**config.mk**
```make
export PLATFORM = sky130hd
export DESIGN_NAME = pipeline_hazard_controller
export DESIGN_NICKNAME = d
export VERILOG_FILES = /design/src/rtl/pipeline_hazard_controller.sv
export SDC_FILE = /design/constraint.sdc
export NUM_CORES = 1
export LEC_CHECK = 0
export CORE_ASPECT_RATIO = 2
export CORE_UTILIZATION = 51
export CTS_BUF_LIST = sky130_fd_sc_hd__clkbuf_8
export CTS_CLUSTER_SIZE = 40
export DETAILED_ROUTE_END_ITERATION = 7
export PLACE_DENSITY_LB_ADDON = 0.08
export SYNTH_ARGS = -nofsm -noshare
export SYNTH_HDL_FRONTEND = slang
export SYNTH_SLANG_ARGS = --single-unit
```
**constraint.sdc**
```tcl
create_clock -name clock -period 2.5 [get_ports clock]
set_input_delay 0.5 -clock clock [delete_from_list [all_inputs] [get_ports clock]]
set_output_delay 0.5 -clock clock [all_outputs]
set_load 0.1 [all_outputs]
```
**src/rtl/pipeline_hazard_controller.sv**
```systemverilog
// Interlock controller for the IF/ID/EX/MEM/WB data path: shadows destination info of
// EX/MEM/WB and drives stall, bubble, forwarding, memory freeze, flush and write-back enable.

module phc_operand_chk #(
  parameter int REG_SEL_W = 2
) (
  input  logic                 src_en_i,
  input  logic [REG_SEL_W-1:0] src_sel_i,
  input  logic                 ex_ld_vld_i,
  input  logic [REG_SEL_W-1:0] ex_dst_sel_i,
  input  logic                 mem_wr_vld_i,
  input  logic                 mem_ld_i,
  input  logic [REG_SEL_W-1:0] mem_dst_sel_i,
  input  logic                 wb_wr_vld_i,
  input  logic [REG_SEL_W-1:0] wb_dst_sel_i,
  output logic [1:0]           fwd_sel_o,
  output logic                 ld_use_o
);
  logic ex_hit, mem_hit, wb_hit;

  assign ex_hit   = src_en_i && ex_ld_vld_i  && (ex_dst_sel_i  == src_sel_i);
  assign mem_hit  = src_en_i && mem_wr_vld_i && (mem_dst_sel_i == src_sel_i);
  assign wb_hit   = src_en_i && wb_wr_vld_i  && (wb_dst_sel_i  == src_sel_i);
  assign ld_use_o = ex_hit || (mem_hit && mem_ld_i);

  // Load data is not yet available in MEM, so a MEM load falls through to the WB source.
  always_comb begin
    fwd_sel_o = 2'b00;
    if (mem_hit && !mem_ld_i) fwd_sel_o = 2'b01;
    else if (wb_hit)          fwd_sel_o = 2'b10;
  end
endmodule

module pipeline_hazard_controller #(
  parameter int REG_SEL_W   = 2,
  parameter int MEM_TIMEOUT = 16,
  parameter int CNT_W       = 16
) (
  input  logic                 clock,
  input  logic                 reset_n,
  input  logic                 id_valid,
  input  logic                 id_src1_en,
  input  logic [REG_SEL_W-1:0] id_src1_sel,
  input  logic                 id_src2_en,
  input  logic [REG_SEL_W-1:0] id_src2_sel,
  input  logic                 id_dst_en,
  input  logic [REG_SEL_W-1:0] id_dst_sel,
  input  logic                 id_mem_read,
  input  logic                 id_mem_write,
  input  logic                 flush,
  input  logic                 mem_ready,
  output logic                 pc_hold,
  output logic                 if_id_hold,
  output logic                 id_ex_bubble,
  output logic                 ex_mem_hold,
  output logic [1:0]           fwd_sel_1,
  output logic [1:0]           fwd_sel_2,
  output logic                 wb_enable,
  output logic [REG_SEL_W-1:0] wb_sel,
  output logic                 mem_error,
  output logic [CNT_W-1:0]     stall_count
);
  localparam int TMR_W = $clog2(MEM_TIMEOUT + 1);
  localparam int NOPS  = 2;

  typedef struct packed {
    logic                 vld;
    logic                 dst_en;
    logic [REG_SEL_W-1:0] dst_sel;
    logic                 mem_rd;
    logic                 mem_wr;
  } stage_t;

  typedef struct packed {
    logic                 wr;
    logic [REG_SEL_W-1:0] dst_sel;
  } wb_stage_t;

  stage_t                  ex_q, ex_d, mem_q, mem_d;
  wb_stage_t               wbs_q, wbs_d;
  logic [TMR_W-1:0]        tmr_q, tmr_d;
  logic                    flush_pend_q, flush_pend_d;
  logic                    mem_err_q, mem_err_d;
  logic                    wb_en_q;
  logic [REG_SEL_W-1:0]    wb_sel_q;
  logic [CNT_W-1:0]        stall_cnt_q, stall_cnt_d;

  logic                    mem_acc, frz, tmo, kill, ld_use;
  logic [NOPS-1:0]         src_en, ld_use_op;
  logic [NOPS-1:0][REG_SEL_W-1:0] src_sel;
  logic [NOPS-1:0][1:0]    fwd;

  assign mem_acc = mem_q.vld && (mem_q.mem_rd || mem_q.mem_wr);
  assign frz     = mem_acc && !mem_ready;
  assign tmo     = frz && (tmr_q == TMR_W'(MEM_TIMEOUT - 1));
  // A flush seen while frozen is held in flush_pend_q until the pipe moves again.
  assign kill    = !frz && (flush || flush_pend_q);

  assign src_en  = {id_src2_en, id_src1_en} & {NOPS{id_valid}};
  assign src_sel = {id_src2_sel, id_src1_sel};

  for (genvar g = 0; g < NOPS; g++) begin : g_op
    phc_operand_chk #(.REG_SEL_W(REG_SEL_W)) u_chk (
      .src_en_i      (src_en[g]),
      .src_sel_i     (src_sel[g]),
      .ex_ld_vld_i   (ex_q.vld && ex_q.dst_en && ex_q.mem_rd),
      .ex_dst_sel_i  (ex_q.dst_sel),
      .mem_wr_vld_i  (mem_q.vld && mem_q.dst_en),
      .mem_ld_i      (mem_q.mem_rd),
      .mem_dst_sel_i (mem_q.dst_sel),
      .wb_wr_vld_i   (wbs_q.wr),
      .wb_dst_sel_i  (wbs_q.dst_sel),
      .fwd_sel_o     (fwd[g]),
      .ld_use_o      (ld_use_op[g])
    );
  end

  assign ld_use    = |ld_use_op;
  assign fwd_sel_1 = fwd[0];
  assign fwd_sel_2 = fwd[1];

  always_comb begin
    pc_hold      = 1'b0;
    if_id_hold   = 1'b0;
    id_ex_bubble = 1'b0;
    ex_mem_hold  = 1'b0;
    if (!reset_n) begin
      pc_hold = 1'b0;
    end else if (frz) begin
      pc_hold     = 1'b1;
      if_id_hold  = 1'b1;
      ex_mem_hold = 1'b1;
    end else if (kill) begin
      id_ex_bubble = 1'b1;
    end else if (ld_use) begin
      pc_hold      = 1'b1;
      if_id_hold   = 1'b1;
      id_ex_bubble = 1'b1;
    end
  end

  always_comb begin
    ex_d         = ex_q;
    mem_d        = mem_q;
    wbs_d        = '0;
    tmr_d        = '0;
    flush_pend_d = 1'b0;
    mem_err_d    = mem_err_q;
    if (frz) begin
      // Upstream stages hold; WB drains into a bubble.
      flush_pend_d = flush_pend_q || flush;
      if (tmo) begin
        mem_d     = '0;
        mem_err_d = 1'b1;
      end else begin
        tmr_d = tmr_q + TMR_W'(1);
      end
    end else begin
      wbs_d.wr      = mem_q.vld && mem_q.dst_en;
      wbs_d.dst_sel = mem_q.dst_sel;
      mem_d         = ex_q;
      ex_d          = '0;
      if (id_valid && !kill && !ld_use) begin
        ex_d.vld     = 1'b1;
        ex_d.dst_en  = id_dst_en;
        ex_d.dst_sel = id_dst_sel;
        ex_d.mem_rd  = id_mem_read;
        ex_d.mem_wr  = id_mem_write;
      end
    end
  end

  assign stall_cnt_d = (pc_hold && !(&stall_cnt_q)) ? stall_cnt_q + CNT_W'(1) : stall_cnt_q;

  always_ff @(posedge clock or negedge reset_n) begin
    if (!reset_n) begin
      ex_q         <= '0;
      mem_q        <= '0;
      wbs_q        <= '0;
      tmr_q        <= '0;
      flush_pend_q <= 1'b0;
      mem_err_q    <= 1'b0;
      wb_en_q      <= 1'b0;
      wb_sel_q     <= '0;
      stall_cnt_q  <= '0;
    end else begin
      ex_q         <= ex_d;
      mem_q        <= mem_d;
      wbs_q        <= wbs_d;
      tmr_q        <= tmr_d;
      flush_pend_q <= flush_pend_d;
      mem_err_q    <= mem_err_d;
      wb_en_q      <= wbs_q.wr;
      wb_sel_q     <= wbs_q.wr ? wbs_q.dst_sel : '0;
      stall_cnt_q  <= stall_cnt_d;
    end
  end

  assign wb_enable   = wb_en_q;
  assign wb_sel      = wb_sel_q;
  assign mem_error   = mem_err_q;
  assign stall_count = stall_cnt_q;
endmodule

```
# Yosys cells after proc, flatten, opt, wreduce, memory -nomap -nowiden
# Index checks and enable logic that the tools add are counted.
# classes
n_addsub	2
n_eq_ne	8
muxes	21
bitwise	1
reduce_logical	39
# op_table
op	count
1-bit logical AND	26
6-bit two-way mux	3
16-bit by 1-bit adder with 16-bit output (second input constant)	1
16-bit AND reduction	1
2-bit == test	6
1-bit two-way mux	10
2-bit two-way mux	5
5-bit two-way mux	2
1-bit zero test	6
5-bit by 1-bit adder with 5-bit output (second input constant)	1
5-bit by 4-bit == test with 1-bit output (second input constant)	1
1-bit logical OR	4
3-bit two-way mux	1
2-bit AND	1
2-bit by 1-bit inequality test with 1-bit output (second input constant)	1
2-bit AND reduction	1
2-bit OR reduction	1
# totals
regBits	41
output_inout_bits	28

# Depth between registers and ports, before layout
# Gate-level depths: netlist (run 1).
# logic_depth
depth_word	11
ltp_mapped	8
depth_no_buf	7

# Hierarchy
# Synthesis (run 1) repeated with hierarchy kept, for this count alone.
# hier_totals
cells_unflattened	186
hier_area_um2	1968.1
# by_module_without_submodules
module	n_inst	cells_each	area_each_um2	seq_area_each_um2
pipeline_hazard_controller	1	160	1773.0	1026.0
phc_operand_chk	2	13	97.6	0.0

# Worst setup path before layout (run 1)
# OpenSTA, ideal clock, no wires.
# synth_timing
kind	input to output
from	input port id_src2_sel[1]
to	output port fwd_sel_2[1]
t_arrival_ns	5.485
path_slack_ns	-3.485
stages	3
path_buffers	0
path_cell_list	xor2_1 nor4_1 nor3_1
# synth_via
elab_chain_len	4
elab_cells_between_ends	7
# synth_rtl
element	line_no	text
start, declared	45	input logic [REG_SEL_W-1:0] id_src2_sel,
2-bit == test (on tied branches)	23, 22	
1-bit logical AND (on tied branches)	23, 22	
2-bit two-way mux / 1-bit logical AND (equally long branches)	30, 29	
2-bit two-way mux (*)	29	if (mem_hit && !mem_ld_i) fwd_sel_o = 2'b01;
end, declared	57	output logic [1:0] fwd_sel_2,
# Mark *: on every way between the ends. The rest lies on a longest branch, timed or not.

# Worst setup path after layout (run 1)
# layout_timing
from	register mem_q[3] (netlist name)
to	output port id_ex_bubble
# layout_via
elab_chain_len	9
elab_cells_between_ends	13
# layout_rtl
element	line_no	text
start, declared	79	stage_t ex_q, ex_d, mem_q, mem_d;
start signal, assigned	188	mem_q <= mem_d;
2-bit == test	22	assign mem_hit = src_en_i && mem_wr_vld_i && (mem_dst_sel_i == src_sel_i);
1-bit logical AND	22	
1-bit logical AND	24	assign ld_use_o = ex_hit || (mem_hit && mem_ld_i);
1-bit logical OR	24	
2-bit OR reduction (*)	118	assign ld_use = |ld_use_op;
1-bit two-way mux (*)	135	end else if (ld_use) begin
1-bit two-way mux (*)	133	end else if (kill) begin
1-bit two-way mux (*)	129	end else if (frz) begin
1-bit two-way mux (*)	127	if (!reset_n) begin
end, declared	54	output logic id_ex_bubble,
# Marks and branches as above.

==> results.toml, run 1 <==
[run_status]
status = "finished with violations"
violations = "negative setup slack"

[yosys]
synth_top_area_cell = "dfrtp_1"
yosys.area.top_type_share = 0.535
async_reset_ff_frac = 1.00
ys_seq_elements = 41
syn_area_um2 = 1920
yosysMostFrequentCell = "dfrtp_1"
netlist_instances = 174
ys_types = 32
netlist_top_cells_area = "dfrtp_1, xnor2_1, nand4_1"
yosys-top-cells-count = "dfrtp_1, xnor2_1, nand2_1"
syn_nets = 192
ys_warn_count = 0
synth_flop_cell = "dfrtp_1"
synth.avg_cell_area_um2 = 11.0
synth_seq_area_share = 0.535
synth_edf_count = 0

[power_and_ir_drop]
switching_share = 0.286
p_int_uw = 991
finalPower_uw = 1390
powerDensity_nw_per_um2 = 490
vdd_drop_max_mv = 0.545
combPwrFrac = 0.177
p_switching_uw = 397
power_frac_clock = 0.312
pwr-share-seq = 0.510
leakage_uw = 0.00138

[timing]
min_period_ns = 2.57
worst_slack_ns = -0.0704
min_period_over_period = 1.03
finalHoldViolCount = 0
maxSlewHeadroom = 0.628
slew_viol_final = 0
fin_skew_ns = 0.00553
tightest_slew_ns = 0.556
setup_viol = 3
rsz0062_at_grt = "yes"
timing.fmax_mhz = 389

[floorplan]
fp-row-count = 31
dieHeight_um = 88.7
start_util = 0.531
ios = 44
die_area_um2 = 4020
core_um2 = 3610
fp.dieW_um = 45.4

[drt]
via_count = 1622
ant_nets = 0
firstDrtPassIters = 4
viasPerCell = 5.46
drt_iter0_markers = 31
drc = 0
drt_wl_total_mm = 4.74
wl_per_cell_um = 16.0

[worst_setup_path]
criticalPathCategory = "reg2out"
critPathTopFamily = "simple AND/OR/NAND/NOR gates"
critPathBufInv = 3
slowest_delay_ns = 0.44
crit_path_end_kind = "primary output"
critPathLaunchType = "flip-flop"
cp_common_cell = "buf_4"
worstPathMaxFanout = 3
cp_slowest_cell = "dfrtp_2"
worst-endpoint-arrival_ns = 2.07
crit_chain = "buf_4 > buf_4 > xnor2_2 > nand3_2 > or2_4 > and2_4 > a21oi_4 > buf_12"
critPathRequiredTime_ns = 2.00

[final_layout]
fill_cells = 243
synthToLayoutAreaGrowth_pct = 47.8
diodes = 0
drive_gt1_frac = 0.343
nets = 266

[global_routing]
grt_pass1_vias = 1714
antenna_found_initial = 0
grt_max_degree = 23
grt_pass1_wl_mm = 7.65
grt.total_usage = 0.268
gr-total-overflow = 0

[job]
cap_violations = 0

[clock_network]
tritoncts = "done"
cts_sinks = 41
holdBufCountCts = 0
cts_buffers = 5
clk_latency_ns = 0.30
cts.clk_slew.worst_paths_ns = 0.08
cts_max_path_buffers = 2
htree_levels = 2
cts_root_buf = "clkbuf_8"

[placed_design]
gp_congestion = 0.883
hpwl_mm = 3.47
place_ws_ns = -0.483
io_buffers = 43

[worst_hold_path]
hold_class = "in2async"
state kept, by name, summed over array words and instances, names as in the netlist:
name / count
mem_error: 1
stall_count: 16
wb_enable: 1
wb_sel: 2
flush_pend_q: 1
tmr_q: 5
ex_q: 6
mem_q: 6
wbs_q: 3
path summary, 6_finish.rpt:
| check | slack (ns) | end | from | depth (start not counted) |
|---|---|---|---|---|
| worst max-delay path | -0.07 | id_ex_bubble | mem_q[3]$_DFFE_PN0P_ | 8 |
| worst min-delay path | 0.10 | tmr_q[4]$_DFF_PN0_ | reset_n | 1 |
| worst max register to register | 0.17 | stall_count[4]$_DFFE_PN0P_ | mem_q[1]$_DFFE_PN0P_ | 9 |
| worst min register to register | 0.47 | mem_error$_DFFE_PN0P_ | mem_error$_DFFE_PN0P_ | 1 |
| max in group asynchronous | 1.77 | mem_q[3]$_DFFE_PN0P_ | reset_n | 2 |
| min in group clock | 0.47 | mem_error$_DFFE_PN0P_ | mem_error$_DFFE_PN0P_ | 1 |
placed cells by master (no fill, tap or decap), drive strengths merged, types with 6 or more instances in the layout:
cell           Yosys  final
and3              11     11
clkdlybuf4s50      0      8
xor2               6      6
clkbuf             4      6
nand2             18     18
buf                2     60
nor2               6      6
and2               8      8
dfrtp             41     41
nand4             15     15
xnor2             22     22
what timing repair did:
action                                  4_1_cts  5_1_grt
pin swaps                                     8        9
resized for setup                             9        6
setup buffers                                 4        7
endpoints found under the setup margin        3        4
logic make-up after synthesis:
group	count (synthesis)	share of synthesized area
muxes	2	0.0117
and+or+nand+nor	71	0.203
AOI/OAI and AO/OA	21	0.0855
xor gates and xnor gates	28	0.128
DFF	41	0.535
adders and majority gates	2	0.0131
buffers and inverters	9	0.0235
power groups by stage:
stage	clock [uW]	combinational, uW	sequential [uW]
floorplan	0	69.9	785
global placement	0	226	720
detailed placement	0	233	723
CTS	440	238	709
global route	466	262	712
finish	433	246	708
routing by layer:
metal / up-vias / global-route usage / wire length (um)
li1: 755 / - / -
met1: 816 / 0.254 / 1600
met2: 41 / 0.506 / 2870
met3: 10 / 0.0469 / 125
met4: 0 / 0.149 / 146
met5: - / 0 / 0
through the flow:
stage / util / instances / cell area, um2 / setup TNS (ns) / hold slack (ns)
floorplan: - / 174 / 2020 / -0.187 / 0.204
global placement: 0.732 / 279 / 2640 / -5.24 / 0.413
detailed placement: 0.732 / 279 / 2640 / -6.32 / 0.422
CTS: 0.763 / 290 / 2750 / -0.341 / 0.101
global route: 0.785 / 297 / 2830 / -0.353 / 0.105
finish: 0.785 / 297 / 2830 / -0.179 / 0.102
cell type report:
cell class                 count  area (um2)  share of cell area
sequential                    41        1030               0.363
multi-input combinational    124         957               0.338
tap                           49        61.3              0.0216
inverter                       3        11.3             0.00398
clock inverter                 1        3.75             0.00133
clock buffer                   6        82.6              0.0292
timing repair buffer          73         689               0.243
Note: power is estimated with default switching activity, not from simulation.
==> run 2: changes to the inputs <==
--- a/config.mk
+++ b/config.mk
@@ -10,7 +10,8 @@
 export CTS_BUF_LIST = sky130_fd_sc_hd__clkbuf_8
 export CTS_CLUSTER_SIZE = 40
 export DETAILED_ROUTE_END_ITERATION = 7
-export PLACE_DENSITY_LB_ADDON = 0.08
+export PLACE_DENSITY = 0.9
+export SETUP_SLACK_MARGIN = 0.05
 export SYNTH_ARGS = -nofsm -noshare
 export SYNTH_HDL_FRONTEND = slang
 export SYNTH_SLANG_ARGS = --single-unit
==> run 2 against run 1 <==
Compared with the run above:
- the flow still finishes with violations (negative setup slack)
- register-to-register slack got worse by 0.03 ns
- via count increased by 2.2%
- sequential share of layout area decreased by 0.73 points
- clock power increased by 28%
- worst setup slack got worse by 0.014 ns
- critical path depth decreased by 2
- critical path type unchanged
- count of clock-buffer cells in the layout unchanged
- routed wire length increased by 6.3%
- first-iteration DRC count increased by 26%
- total power increased by 9.1%
- worst hold slack got worse by 0.063 ns
==> results.toml, run 2 (synthesis gave the netlist of run 1 again) <==
[clock_network]
cts_max_path_buffers = 2
cts.clk_slew.worst_paths_ns = 0.08
htree_levels = 2
clk_latency_ns = 0.30
cts_sinks = 41
cts_root_buf = "clkbuf_8"
cts_buffers = 5
tritoncts = "done"
holdBufCountCts = 0

[worst_setup_path]
slowest_delay_ns = 0.48
crit_chain = "xor2_4 > or4_4 > and3_4 > and2_4 > a21oi_4 > buf_12"
critPathRequiredTime_ns = 2.00
crit_path_end_kind = "primary output"
critPathLaunchType = "flip-flop"
worst-endpoint-arrival_ns = 2.08
criticalPathCategory = "reg2out"
worstPathMaxFanout = 3
critPathTopFamily = "simple AND/OR/NAND/NOR gates"
critPathBufInv = 1
cp_slowest_cell = "or4_4"

[power_and_ir_drop]
p_switching_uw = 412
powerDensity_nw_per_um2 = 523
switching_share = 0.272
leakage_uw = 0.00139
combPwrFrac = 0.166
p_int_uw = 1100
vdd_drop_max_mv = 0.478
pwr-share-seq = 0.467
power_frac_clock = 0.367

[final_layout]
largest_reg_flops = 16
fill_cells = 209
drive_gt1_frac = 0.361
seq_area_um2 = 1030
synthToLayoutAreaGrowth_pct = 51.0
nets = 269
fin_area_um2 = 2890
multi_input_area_um2 = 965
final_common_cell = "buf_4"
diodes = 0
layout_common_cells = "buf_4, dfrtp_1, xnor2_1"

[drt]
drt_wl_total_mm = 5.04
ant_nets = 0
drc = 0
firstDrtPassIters = 5
via_count = 1657
viasPerCell = 5.50
drt_iter0_markers = 39
wl_per_cell_um = 16.7

[timing]
finalHoldViolCount = 0
worst_slack_ns = -0.0845
timing.hold.ws_ns = 0.0390
setup_viol = 3
min_period_ns = 2.58
tightest_slew_ns = 0.574
slew_viol_final = 0
timing.fmax_mhz = 387
rsz0062_at_grt = "yes"
maxSlewHeadroom = 0.616
fin_skew_ns = 0.00865
min_period_over_period = 1.03

[global_routing]
gr-total-overflow = 0
grt_max_degree = 16
grt.total_usage = 0.266
grt_pass1_wl_mm = 7.67
grt_pass1_vias = 1723
antenna_found_initial = 0

[floorplan]
die_area_um2 = 4020
start_util = 0.531
ios = 44
core_um2 = 3610
dieHeight_um = 88.7
fp.dieW_um = 45.4
fp-row-count = 31

[placed_design]
io_buffers = 43
hpwl_mm = 3.35
gp_congestion = 0.866
placed_area_um2 = 2650

[run_status]
status = "finished with violations"
violations = "negative setup slack"

[job]
cap_violations = 0

[worst_hold_path]
hold_class = "in2async"
## run 2: cell count changes in the layout (fill, tap and decap cells not counted), sizes merged
cell,change
clkinvlp,+1
inv,-1
dlymetal6s2s,-1
buf,+3
bufinv,+1
clkdlybuf4s15,+1
## run 2: worst paths after layout
path                                  startpoint                         end  slack [ns]  cells after the start
setup reg to reg            mem_q[3]$_DFFE_PN0P_  stall_count[9]$_DFFE_PN0P_        0.14                      9
hold reg to reg            mem_error$_DFFE_PN0P_       mem_error$_DFFE_PN0P_        0.46                      1
max in group asynchronous                reset_n         wb_sel[0]$_DFF_PN0_        2.01                      2
min in group clock         mem_error$_DFFE_PN0P_       mem_error$_DFFE_PN0P_        0.46                      1
setup / recovery            mem_q[3]$_DFFE_PN0P_                id_ex_bubble       -0.08                      6
hold / removal                           reset_n  stall_count[0]$_DFFE_PN0P_        0.04                      1
## run 2: per-layer routing
| layer | vias up | wire, um | global-route usage |
|---|---|---|---|
| met5 | - | 0 | 0 |
| met4 | 0 | 131 | 0.127 |
| met3 | 13 | 169 | 0.0469 |
| met2 | 60 | 3020 | 0.498 |
| met1 | 820 | 1720 | 0.267 |
| li1 | 764 | - | - |
## run 2: power groups by stage
stage,Sequential [uW],Combinational (uW),Clock [uW]
2_1_floorplan,785,69.9,0
3_3_place_gp,721,229,0
3_5_place_dp,723,233,0
4_1_cts,708,242,560
5_1_grt,711,265,587
6_report,708,251,556
## run 2: layout make-up
| cell class | count | area share |
|---|---|---|
| tap | 49 | 0.0212 |
| clock inverter | 2 | 0.0130 |
| sequential | 41 | 0.355 |
| timing repair buffer | 76 | 0.245 |
| inverter | 3 | 0.00389 |
| clock buffer | 6 | 0.0285 |
| multi-input combinational | 124 | 0.333 |
## run 2: what timing repair did
action / 4_1_cts / 5_1_grt
endpoints found under the setup margin: 4 / 4
gates resized for setup: 11 / 9
buffers inserted: 7 / 4
pin swaps: 7 / 9
## run 2: per-stage QoR
stage | instances | total power (uW) | util | setup WS, ns | setup TNS, ns
3_3_place_gp | 282 | 950 | 0.735 | -0.394 | -3.99
3_5_place_dp | 282 | 956 | 0.735 | -0.442 | -4.95
5_1_grt | 301 | 1560 | 0.802 | -0.118 | -0.346
2_1_floorplan | 174 | 855 | - | -0.187 | -0.187
6_report | 301 | 1510 | 0.802 | -0.0845 | -0.229
4_1_cts | 297 | 1510 | 0.785 | -0.111 | -0.291
==> variant 1: new RTL, flow settings as in run 2 <==
Put one more register stage on the output `stall_count`, cleared by the reset. The value now appears one clock later. The other outputs are not delayed to match.
--- a/src/rtl/pipeline_hazard_controller.sv
+++ b/src/rtl/pipeline_hazard_controller.sv
@@ -199,6 +199,12 @@
   assign wb_enable   = wb_en_q;
   assign wb_sel      = wb_sel_q;
   assign mem_error   = mem_err_q;
-  assign stall_count = stall_cnt_q;
+  always_ff @(posedge clock or negedge reset_n) begin
+    if (!reset_n) begin
+      stall_count <= '0;
+    end else begin
+      stall_count <= stall_cnt_q;
+    end
+  end
 endmodule
 
Formal check against the unedited RTL: not equivalent (a bounded check fails within 4 cycles, from zero or initial values and one cycle with reset_n low).
==> variant 1 against run 2 <==
  * Via count increased by 12%
  * Synthesized cell count increased by 19%
  * Sequential cell count increased by 16
  * Non-clock buffer count decreased by 15
  * Routed wire length increased by 4.6%
  * Area after synthesis increased by 29%
  * Worst setup slack improved by 0.19 ns
  * Design area increased by 14%
  * Power increased by 39%
  * Sequential share of layout area increased by 7.7 points
  * Register-to-register slack improved by 0.13 ns
  * Combinational power increased by 22%
  * Critical path depth unchanged
==> variant 1: results (changes against run 2) <==
Synth:
- The sequential element share of the synthesized area is 0.578 (was 0.535).
- Most instantiated cells after synthesis: sky130_fd_sc_hd__dfrtp_1, sky130_fd_sc_hd__nand2_1, sky130_fd_sc_hd__xnor2_1, sky130_fd_sc_hd__nand3_1, sky130_fd_sc_hd__xor2_1 (was sky130_fd_sc_hd__dfrtp_1, sky130_fd_sc_hd__xnor2_1, sky130_fd_sc_hd__nand2_1, sky130_fd_sc_hd__nand4_1, sky130_fd_sc_hd__and3_1).
- The area fraction in compound gates after synthesis was 0.130 (was 0.0855).
- The xor and xnor area share after synthesis is 0.0817 (was 0.128).
- The post-synthesis share of cell area spent on full adders, half adders and majority gates was 0.0101 (was 0.0131).
- The synthesized area per cell is 11.9 µm² (was 11.0 µm²).
- Leading post-synthesis cells by cell area: sky130_fd_sc_hd__dfrtp_1, sky130_fd_sc_hd__xnor2_1, sky130_fd_sc_hd__xor2_1 (was sky130_fd_sc_hd__dfrtp_1, sky130_fd_sc_hd__xnor2_1, sky130_fd_sc_hd__nand4_1).
- The share of synthesized area spent on multiplexers is 0.0183 (was 0.0117).

Timing:
- The worst-case setup margin in the final layout is 0.106 ns (was -0.0845 ns).
- The slew at the pin with the worst max-slew slack is 0.565 ns (was 0.574 ns).
- The worst-case clock skew is 0.00737 ns (was 0.00865 ns).

Placed design:
- The post-place instance area was 3100 µm² (was 2650 µm²).
- The last weighted congestion value of the routability-driven placer is 0.882 (was 0.866).

Cells and area:
- The filler cell count in the final layout is 317 (was 209).
- The final core area utilization is 0.711 (was 0.802).
- The net count of the finished layout is 290 (was 269).
- The post-route non-filler standard cell count came to 331 (was 301).
- The share of post-route cells with drive strength above 1 is 0.308 (was 0.361).

Outcome:
- Run status: completed (was finished, violations left).

Route:
- The average via count per standard cell is 5.63 (was 5.50).
- The number of optimization iterations in the first detailed-route pass came to 4 (was 5).
- The number of DRC markers in iteration 0 is 42 (was 39).

Critical path:
- The signal arrival time at the worst endpoint is 1.89 ns (was 2.08 ns).
- The worst reg2reg path endpoint was stall_cnt_q[14] (was stall_count[9]).
- The start point of the critical path was id_valid (was mem_q[3]).
- The family of cells with the greatest summed delay on the critical path is buffers and inverters (was simple AND/OR/NAND/NOR gates).
- The register-to-register setup slack was 0.27 ns (was 0.14 ns).
- The worst stage delay on the critical path came to 0.52 ns (was 0.48 ns).
- The number of cells on the worst reg-to-reg path was 7 (was 9).

GRT:
- The via count of the first global-routing pass came to 1943 (was 1723).
- The pin count of the biggest net entering global routing is 24 (was 16).
- The global-route total usage across every layer was 0.238 (was 0.266).

Pwr:
- The internal power of the cells is 1510 µW (was 1100 µW).
- The static power due to leakage was 0.00158 µW (was 0.00139 µW).
- The worst vdd rail ir drop is 567 µV (was 478 µV).

Clock network:
- The insertion delay to the later sink of the worst-skew pair is 0.32 ns (was 0.30 ns).
- The post-CTS repair timing setup buffer count is 1 (was 7).
- The clock buffer count from CTS is 9 (was 5).
- The maximum level of the CTS H-tree came to 3 (was 2).
- The clock transition at the registers of the reported paths is 0.06 ns (was 0.08 ns).
[variant 1: kinds of logic (layout without fill, tap and decap cells)]
group | Yosys count | count (layout)
flip-flops | 57 | 57
AND/OR/NAND/NOR | 73 | 73
AO/OA/AOI/OAI | 37 | 37
adder cells (fa/ha/maj) | 2 | 2
buffers and inverters | 11 | 80
multiplexers | 4 | 4
XOR/XNOR | 23 | 23
[variant 1: power by group through the flow]
stage               combinational [µW]  sequential (µW)  clock, µW
global placement                   303             1020          0
finish                             306             1010        789
CTS                                305             1010        807
detailed placement                 306             1020          0
global route                       327             1020        848
floorplan                         79.6             1130          0
[variant 1: final cells by class]
type	instances	share of cell area
flip-flops and latches	57	0.432
multi-input cells	139	0.309
repair buffers	61	0.178
clock buffers	9	0.0376
well taps	55	0.0209
clock inverters	6	0.0182
inverters	4	0.00455
[variant 1: per-layer routing]
layer  track usage  wire [µm]  up-vias
met2         0.405       2850       61
met4         0.160        221        0
met1         0.245       2020      920
li1              -          -      861
met5             0          0        -
met3        0.0636        176       20
==> variant 2: new RTL, settings of run 2 <==
Made on the original files. The parameter `CNT_W` goes from 16 to 24.
--- a/src/rtl/pipeline_hazard_controller.sv
+++ b/src/rtl/pipeline_hazard_controller.sv
@@ -34,7 +34,7 @@
 module pipeline_hazard_controller #(
   parameter int REG_SEL_W   = 2,
   parameter int MEM_TIMEOUT = 16,
-  parameter int CNT_W       = 16
+  parameter int CNT_W       = 24
 ) (
   input  logic                 clock,
   input  logic                 reset_n,
Interface: changed (resized stall_count); port bits go from 44 to 52. No check against the original RTL was run, so the function may have changed too.
==> variant 2 against run 2 <==
  * Worst setup slack better by 0.17 ns
  * Critical path type is now primary input to output port
  * Sequential share of layout area increased by 4.8 points
  * Area after synthesis rose by 19%
  * Power is 7.2% higher
  * Design area is 5.2% higher
  * Hold slack improved by 0.054 ns
  * Die area rose by 19%
  * Clock skew decreased by 0.0015 ns
  * Count of clock-buffer cells in the layout unchanged
  * Utilization fell by 10 points
  * Sequential cell count is 8 higher
  * Maximum frequency is 7.0% higher
  * Routed wire length increased by 6.0%
==> variant 2: results (changes against run 2) <==
Route:
- The wire length per cell is 16.4 µm (was 16.7 µm).
- The average via count per standard cell is 5.58 (was 5.50).
- The detailed-routed wire length on met3 is 145 µm (was 169 µm).
- The detailed-route wire length on metal 1 is 1850 µm (was 1720 µm).
- The number of DRC markers in iteration 0 is 42 (was 39).
- The number of optimization iterations in the first detailed-route pass is 4 (was 5).
- The sum of met2 wire segment lengths after detailed routing came to 3160 µm (was 3020 µm).

GRT:
- The via count of the first global-routing pass came to 1861 (was 1723).
- The global routing met3 resource utilization is 0.0377 (was 0.0469).
- The wire length of the first global-routing pass is 8700 µm (was 7670 µm).
- The pin count of the biggest net entering global routing came to 37 (was 16).
- The met2 track demand over resource is 0.453 (was 0.498).
- The global-route total usage across every layer was 0.245 (was 0.266).
- The met1 global-route usage is 0.253 (was 0.267).

Placed design:
- The HPWL after detailed placement is 3970 µm (was 3350 µm).
- The number of cells after detailed placement was 317 (was 282).
- The worst slack after detailed placement came to -0.137 ns (was -0.442 ns).
- The count of input and output buffers is 51 (was 43).
- The last weighted congestion value of the routability-driven placer is 0.784 (was 0.866).

Critical path:
- The signal arrival time at the worst endpoint is 1.92 ns (was 2.08 ns).
- The register-to-register setup slack is 0.42 ns (was 0.14 ns).
- The number of cells on the worst reg-to-reg path is 7 (was 9).
- The start point of the critical path is id_src1_en (was mem_q[3]).
- The worst stage delay on the critical path is 0.53 ns (was 0.48 ns).
- The worst reg2reg path endpoint is stall_count[1] (was stall_count[9]).
- The source of the worst register-to-register timing path is stall_count[0] (was mem_q[3]).
- The highest-delay cell along the critical path is sky130_fd_sc_hd__clkdlybuf4s50_1 (was sky130_fd_sc_hd__or4_4).

Clock network:
- The post-CTS repair timing setup buffer count is 0 (was 7).

Synth:
- Leading post-synthesis cells by cell area: sky130_fd_sc_hd__dfrtp_1, sky130_fd_sc_hd__xnor2_1, sky130_fd_sc_hd__nand3_1 (was sky130_fd_sc_hd__dfrtp_1, sky130_fd_sc_hd__xnor2_1, sky130_fd_sc_hd__nand4_1).
- The unique cell type count in the Yosys netlist is 33 (was 32).
- The number of cells produced by synthesis is 209 (was 174).
- The sequential element share of the synthesized area is 0.537 (was 0.535).
- The net count after synthesis is 227 (was 192).
- Most instantiated cells after synthesis: sky130_fd_sc_hd__dfrtp_1, sky130_fd_sc_hd__xnor2_1, sky130_fd_sc_hd__nand2_1, sky130_fd_sc_hd__nand3_1, sky130_fd_sc_hd__nand4_1 (was sky130_fd_sc_hd__dfrtp_1, sky130_fd_sc_hd__xnor2_1, sky130_fd_sc_hd__nand2_1, sky130_fd_sc_hd__nand4_1, sky130_fd_sc_hd__and3_1).

Timing:
- The slew at the pin with the worst max-slew slack is 0.561 ns (was 0.574 ns).
- The highest attainable clock frequency is 414 MHz (was 387 MHz).
- The worst-case clock skew is 0.00713 ns (was 0.00865 ns).

Pwr:
- The combinational cell fraction of total power was 0.183 (was 0.166).
- The switching power was 493 µW (was 412 µW).
- The clock distribution power came to 466 µW (was 556 µW).

Cells and area:
- The net count of the finished layout is 289 (was 269).

Outcome:
- Run status: completed (was finished, violations left).
[variant 2: critical path: cells and delay by family]
kind / cells / cell delay, ns
simple gates: 2 / 0.24
compound gates: 2 / 0.42
buf+inv: 2 / 0.74
[variant 2: metrics by stage]
stage                     cell area (µm²)  hold slack [ns]  power [µW]   util
after detailed placement             2940            0.424        1170  0.678
after floorplan                      2340            0.204        1060      -
after global routing                 3050            0.117        1680  0.702
after global placement               2940            0.418        1160  0.678
final                                3050           0.0929        1620  0.702
after CTS                            3030           0.0944        1630  0.699
[variant 2: kinds of logic (layout without fill, tap and decap cells)]
logic type	count (synthesis)	count (layout)	synth area share
compound gates	25	25	0.0728
mux	1	1	0.00493
buf+inv	9	72	0.0235
xor+xnor	36	36	0.138
fa+ha+maj	2	2	0.0110
simple gates	87	87	0.213
flops	49	49	0.537
[variant 2: cell type report]
cell class,instances,area [µm²]
fill,345,1290
tap,54,67.6
sequential,49,1230
timing repair buffer,62,592
multi-input combinational,151,1060
clock buffer,6,82.6
clock inverter,2,7.51
inverter,2,7.51
